===== config.mk =====
export PLATFORM = sky130hd
export DESIGN_NAME = if_id_elastic_stage
export DESIGN_NICKNAME = d
export VERILOG_FILES = /design/src/rtl/if_id_elastic_stage_pkg.sv /design/src/rtl/if_id_elastic_stage_predecode.sv /design/src/rtl/if_id_elastic_stage.sv
export SDC_FILE = /design/constraint.sdc
export NUM_CORES = 1
export LEC_CHECK = 0
export BUFFER_PORTS_ARGS = -buffer_cell sky130_fd_sc_hd__buf_2
export CAP_MARGIN = 5
export CORE_AREA = 2 2 119 121
export DETAILED_ROUTE_END_ITERATION = 7
export DIE_AREA = 0 0 121 123
export PLACE_DENSITY = 0.84
export SLEW_MARGIN = 20
export SYNTH_ARGS = -nofsm -noshare
export SYNTH_HDL_FRONTEND = slang
export SYNTH_SLANG_ARGS = --single-unit
export TNS_END_PERCENT = 1

===== constraint.sdc =====
create_clock -name clk -period 6.97 [get_ports clk]
set_input_delay 0 -clock clk [delete_from_list [all_inputs] [get_ports clk]]
set_output_delay 0 -clock clk [all_outputs]
set_load 0.02 [all_outputs]

===== src/rtl/if_id_elastic_stage_pkg.sv =====
`default_nettype none
// ============================================================================
// if_id_elastic_stage_pkg : opcodes, field positions and pre-decode record
// Revision 1.0
// ============================================================================
package if_id_elastic_stage_pkg;

  // 12-bit opcode = {major opcode, funct-or-zero}
  localparam logic [11:0] OPC_SLL = 12'h000;
  localparam logic [11:0] OPC_SRL = 12'h002;
  localparam logic [11:0] OPC_JAL = 12'h0C0;

  localparam int OP_HI    = 31;
  localparam int OP_LO    = 26;
  localparam int RS_HI    = 25;
  localparam int RS_LO    = 21;
  localparam int RT_HI    = 20;
  localparam int RT_LO    = 16;
  localparam int RD_HI    = 15;
  localparam int RD_LO    = 11;
  localparam int SHAMT_HI = 10;
  localparam int SHAMT_LO = 6;
  localparam int FUNCT_HI = 5;
  localparam int FUNCT_LO = 0;

  typedef struct packed {
    logic [11:0] opcode;
    logic [4:0]  rs1;
    logic [4:0]  rs2;
    logic [4:0]  rd;
  } predec_t;

endpackage
`default_nettype wire


===== src/rtl/if_id_elastic_stage_predecode.sv =====
`default_nettype none
// ============================================================================
// if_id_predecode : combinational instruction word -> opcode/register indices
// Revision 1.0
// ============================================================================
module if_id_predecode
  import if_id_elastic_stage_pkg::*;
#(
  parameter int XLEN   = 32,
  parameter int RA_IDX = 31
) (
  input  logic [XLEN-1:0] inst,
  output predec_t         dec
);

  logic [5:0]  major;
  logic        is_rfmt;
  logic [11:0] opcode;
  logic        unused_shamt;

  assign major   = inst[OP_HI:OP_LO];
  assign is_rfmt = (major == 6'd0);
  assign opcode  = {major, is_rfmt ? inst[FUNCT_HI:FUNCT_LO] : 6'd0};
  assign unused_shamt = ^inst[SHAMT_HI:SHAMT_LO];

  always_comb begin
    dec        = '0;
    dec.opcode = opcode;
    dec.rs2    = inst[RT_HI:RT_LO];
    // Shifts read their operand from the rt field
    dec.rs1    = (opcode == OPC_SLL || opcode == OPC_SRL) ? inst[RT_HI:RT_LO]
                                                          : inst[RS_HI:RS_LO];
    if (is_rfmt)
      dec.rd = inst[RD_HI:RD_LO];
    else if (opcode == OPC_JAL)
      dec.rd = 5'(RA_IDX);
    else
      dec.rd = inst[RT_HI:RT_LO];
  end

endmodule
`default_nettype wire


===== src/rtl/if_id_elastic_stage.sv =====
`default_nettype none
// ============================================================================
// if_id_elastic_stage : DEPTH-entry valid/ready FIFO between fetch and decode
// Revision 1.0
// ============================================================================
module if_id_elastic_stage
  import if_id_elastic_stage_pkg::*;
#(
  parameter int XLEN   = 32,
  parameter int PC_W   = 32,
  parameter int DEPTH  = 2,
  parameter int RA_IDX = 31
) (
  input  logic                     clk,
  input  logic                     rst,
  input  logic                     flush,
  input  logic                     if_valid,
  output logic                     if_ready,
  input  logic [PC_W-1:0]          if_pc,
  input  logic [XLEN-1:0]          if_inst,
  output logic                     id_valid,
  input  logic                     id_ready,
  output logic [PC_W-1:0]          id_pc,
  output logic [XLEN-1:0]          id_inst,
  output logic [11:0]              id_opcode,
  output logic [4:0]               id_rs1_ind,
  output logic [4:0]               id_rs2_ind,
  output logic [4:0]               id_rd_ind,
  output logic [$clog2(DEPTH):0]   occupancy
);

  localparam int PTR_W = $clog2(DEPTH);
  localparam int CNT_W = PTR_W + 1;

  logic [PC_W-1:0]  pc_q   [DEPTH];
  logic [XLEN-1:0]  inst_q [DEPTH];
  predec_t          dec_q  [DEPTH];
  logic [PTR_W-1:0] wr_ptr;
  logic [PTR_W-1:0] rd_ptr;
  logic [CNT_W-1:0] count;
  predec_t          wr_dec;
  predec_t          head_dec;
  logic             push;
  logic             pop;

  if_id_predecode #(
    .XLEN   (XLEN),
    .RA_IDX (RA_IDX)
  ) u_predecode (
    .inst (if_inst),
    .dec  (wr_dec)
  );

  // No pass-through when full: if_ready depends on count only
  assign if_ready = (count != CNT_W'(DEPTH));
  assign id_valid = (count != '0);
  assign push     = if_valid && if_ready && !flush;
  assign pop      = id_valid && id_ready && !flush;

  always_ff @(posedge clk or posedge rst) begin
    if (rst) begin
      wr_ptr <= '0;
      rd_ptr <= '0;
      count  <= '0;
      for (int i = 0; i < DEPTH; i++) begin
        pc_q[i]   <= '0;
        inst_q[i] <= '0;
        dec_q[i]  <= '0;
      end
    end else if (flush) begin
      wr_ptr <= '0;
      rd_ptr <= '0;
      count  <= '0;
    end else begin
      if (push) begin
        pc_q[wr_ptr]   <= if_pc;
        inst_q[wr_ptr] <= if_inst;
        dec_q[wr_ptr]  <= wr_dec;
        wr_ptr         <= wr_ptr + 1'b1;
      end
      if (pop)
        rd_ptr <= rd_ptr + 1'b1;
      case ({push, pop})
        2'b10:   count <= count + 1'b1;
        2'b01:   count <= count - 1'b1;
        default: count <= count;
      endcase
    end
  end

  // Empty stage presents an all-zero bubble to decode
  assign head_dec   = dec_q[rd_ptr];
  assign id_pc      = id_valid ? pc_q[rd_ptr]   : '0;
  assign id_inst    = id_valid ? inst_q[rd_ptr] : '0;
  assign id_opcode  = id_valid ? head_dec.opcode : '0;
  assign id_rs1_ind = id_valid ? head_dec.rs1    : '0;
  assign id_rs2_ind = id_valid ? head_dec.rs2    : '0;
  assign id_rd_ind  = id_valid ? head_dec.rd     : '0;
  assign occupancy  = count;

endmodule
`default_nettype wire


==> impl_metrics.json <==
{
  "kind_of_end_point_of_the_critical_path": "register",
  "sequential_cell_area_um2": 4110,
  "clock-sinks": 164,
  "dieWidth_um": 121,
  "rsz0062_at_grt": "false",
  "diode_insertion_count_for_antenna_repair": 0,
  "gr_usage_total_pct": 26.0,
  "critical_path.max_stage_delay_ps": 730,
  "postRouteWirelength_mm": 18.9,
  "critical_setup_path_class": "register to register",
  "type_of_the_most_critical_hold_path": "input pin to async pin",
  "grt_antenna_before_repair": 0,
  "mostFrequentLayoutCells": "dfrtp_1 (163), buf_2 (163), mux2_2 (135), nor2_1 (82), mux2i_1 (81)",
  "rows": 43,
  "synth.ff_latch_count": 164,
  "cts_tree": "built",
  "finalNetCount": 896,
  "ys_seq_area_share_pct": 52.3,
  "post_synthesis_area_per_instance_um2": 12.5,
  "crit_path_slowest_cell": "nor3_4",
  "clock_tree.htree_level_count": 4,
  "maximum_number_of_pins_on_one_net_before_global_route_repair": 94,
  "slew-limit-headroom_pct": 26.2,
  "worst-path-max-fanout": 42,
  "synth.yosys.warnings": 0,
  "power_switching_uw": 826,
  "synth.distinct_cells": 39,
  "post_cts_hold_buffer_count": 69,
  "worstSkewPairLatency_ps": 420,
  "top_level_ports": 164,
  "wire_length_of_the_first_global_routing_pass_mm": 30.0,
  "final_hold_viol_count": 0,
  "leakage_uw": 0.00449,
  "cts_post_setup_buffers_inserted": 0,
  "routed_via_density": 5.67,
  "combinational_fraction_of_design_power_pct": 22.8,
  "finalWeightedCongestion": 0.816,
  "num-fill-cells": 886,
  "min_period_over_period_pct": 42.3,
  "dr.first_iter.drc_count": 363,
  "portBuffers": 163,
  "power.share.sequential_pct": 44.4,
  "clockPowerShare_pct": 32.8,
  "cts_buffers": 17,
  "swShare_pct": 28.4,
  "grt.overflow.total": 0,
  "post-route-min-period_ps": 2950,
  "startpoint_type": "register",
  "post_synth_inst_count": 626,
  "number_of_cells_upsized_or_downsized_after_cts": 0,
  "setup-violations-final": 0,
  "place.detailed.hpwl_mm": 11.8,
  "core_area_um2": 13600,
  "irDropWorstVdd_uv": 167,
  "dieHeight_um": 123,
  "placedInstanceArea_um2": 8660,
  "via_count_of_the_first_global_routing_pass": 6059,
  "cp.buffers_inverters": 2,
  "mappedNetlistArea_um2": 7850,
  "critical_path.top_delay_family": "buffers and inverters",
  "wl_per_cell_um": 18.5,
  "fin_setup_tns_ps": 0,
  "post-route-cell-area_um2": 9960,
  "power_density_nw_per_um2": 291,
  "cell_internal_pwr_uw": 2080,
  "dr.pass1.iters": 5,
  "ant_nets": 0,
  "drive_above_1_share_pct": 41.7,
  "floorplan.die_area_um2": 14900,
  "cp_data_required_time_ps": 7270,
  "number_of_max_capacitance_violations_reported": 0,
  "multi_input_comb_area_um2": 3460,
  "timing.critical_path.cells": "inv_1, nor3_4, buf_4, mux2_2",
  "path_clk_slew_ps": 60,
  "timing.rr.start": "wr_ptr$_DFFE_PP0P_",
  "clock-skew-final_ps": 5.32,
  "area_growth_pct": 26.9,
  "root_buffer": "clkbuf_16",
  "r2r_cells": 4,
  "drc_errors": 0,
  "worst-path-stages": 4,
  "status": "complete, no violations",
  "tightest_slew_ps": 1110,
  "final-max-slew-violation-count": 0,
  "worst_setup_path_startpoint": "wr_ptr$_DFFE_PP0P_",
  "arrival_time_at_the_worst_endpoint_ps": 3250,
  "start_util_pct": 57.7,
  "postSynthNetCount": 695,
  "max_freq_ghz": 0.339,
  "route.vias.total": 5779,
  "clock_path_buffers": 2
}
[cells by family after synthesis]
group | after synthesis | synth area share (%)
and+or+nand+nor | 121 | 7.43
muxes | 221 | 30.4
buffers and inverters | 60 | 4.06
DFF | 164 | 52.3
xor gates and xnor gates | 2 | 0.223
AOI/OAI and AO/OA | 58 | 5.58
[cell usage after synthesis]
library cell  instances  area (um^2)
or3_1                 1         6.26
and2b_1               1         7.51
nor3_4                1         16.3
buf_2                18         90.1
nor4_1                1         6.26
or2_1                 1         6.26
buf_4                17          128
or2_2                 2         12.5
and2b_4               1         10.0
a21o_1                1         7.51
a21oi_1               9         45.0
xnor2_1               1         8.76
mux2i_1              81          811
nor2_1               83          312
nand3_2               1         10.0
nand2b_1              1         6.26
inv_1                 4         15.0
nand4_1               5         31.3
nor3_1                7         35.0
xor2_1                1         8.76
o31ai_1              20          150
or4_4                 1         11.3
buf_6                 1         11.3
mux2_1                5         56.3
a31oi_1              20          125
nor3b_1               6         45.0
nand3b_1              1         7.51
o21ai_0               2         10.0
nand3_1               1         5.00
nand3_4               1         17.5
inv_2                 1         3.75
buf_1                 2         7.51
o41ai_4               1         27.5
dfrtp_1             164         4100
mux2_2              135         1520
clkbuf_1             17         63.8
and3_1                6         37.5
o211ai_1              1         7.51
o41ai_2               4         65.1
[routing by layer]
| metal | wire length (um) | GRT usage (%) | vias to the layer above | share of wire (%) |
|---|---|---|---|---|
| met4 | 379 | 10.1 | 0 | 2.0 |
| met1 | 7950 | 33.1 | 2936 | 42 |
| met3 | 994 | 5.12 | 32 | 5.3 |
| li1 | - | - | 2636 | - |
| met5 | 0 | 0 | - | 0 |
| met2 | 9570 | 44.0 | 175 | 51 |
[power groups by stage]
stage	Sequential (uW)	Clock (uW)	Combinational, uW
detailed placement	1300	0	627
CTS	1290	964	660
floorplan	1260	0	482
global route	1310	1010	717
finish	1290	951	663
global placement	1280	0	600
[through the flow]
step	std cells	total power [uW]	utilization (%)	hold slack [ps]	setup WS (ps)
3_5_place_dp	919	1930	63.6	228	4050
5_1_grt	1019	3040	73.2	364	3870
4_1_cts	1019	2910	73.1	327	4070
6_report	1019	2900	73.2	295	4020
3_3_place_gp	919	1880	63.6	210	3780
2_1_floorplan	626	1740	-	63.1	2540
[worst min-delay path, delay by kind of cell]
family                 cells  cell delay [ps]
buffers and inverters      3             1230
[area by class of cell]
| class | instances | share of cell area (%) |
|---|---|---|
| sequential | 164 | 41.2 |
| inverter | 5 | 0.239 |
| timing repair buffer | 237 | 15.5 |
| clock inverter | 9 | 1.28 |
| multi-input combinational | 402 | 34.7 |
| tap | 180 | 2.26 |
| clock buffer | 22 | 4.76 |
[final timing paths]
path,slack [ps],endpoint
min,300,pc_q[43]$_DFFE_PP0P_
max reg2reg,4020,inst_q[29]$_DFFE_PP0P_
max in group asynchronous,5270,pc_q[52]$_DFFE_PP0P_
min reg2reg,480,pc_q[45]$_DFFE_PP0P_
max,4020,inst_q[29]$_DFFE_PP0P_
min in group clk,370,pc_q[55]$_DFFE_PP0P_
[state kept, by name, indices dropped and copies added (netlist names)]
name       flops
dec_q         32
inst_q        64
occupancy      2
pc_q          64
rd_ptr         1
wr_ptr         1
(Power assumes the default switching activity.)
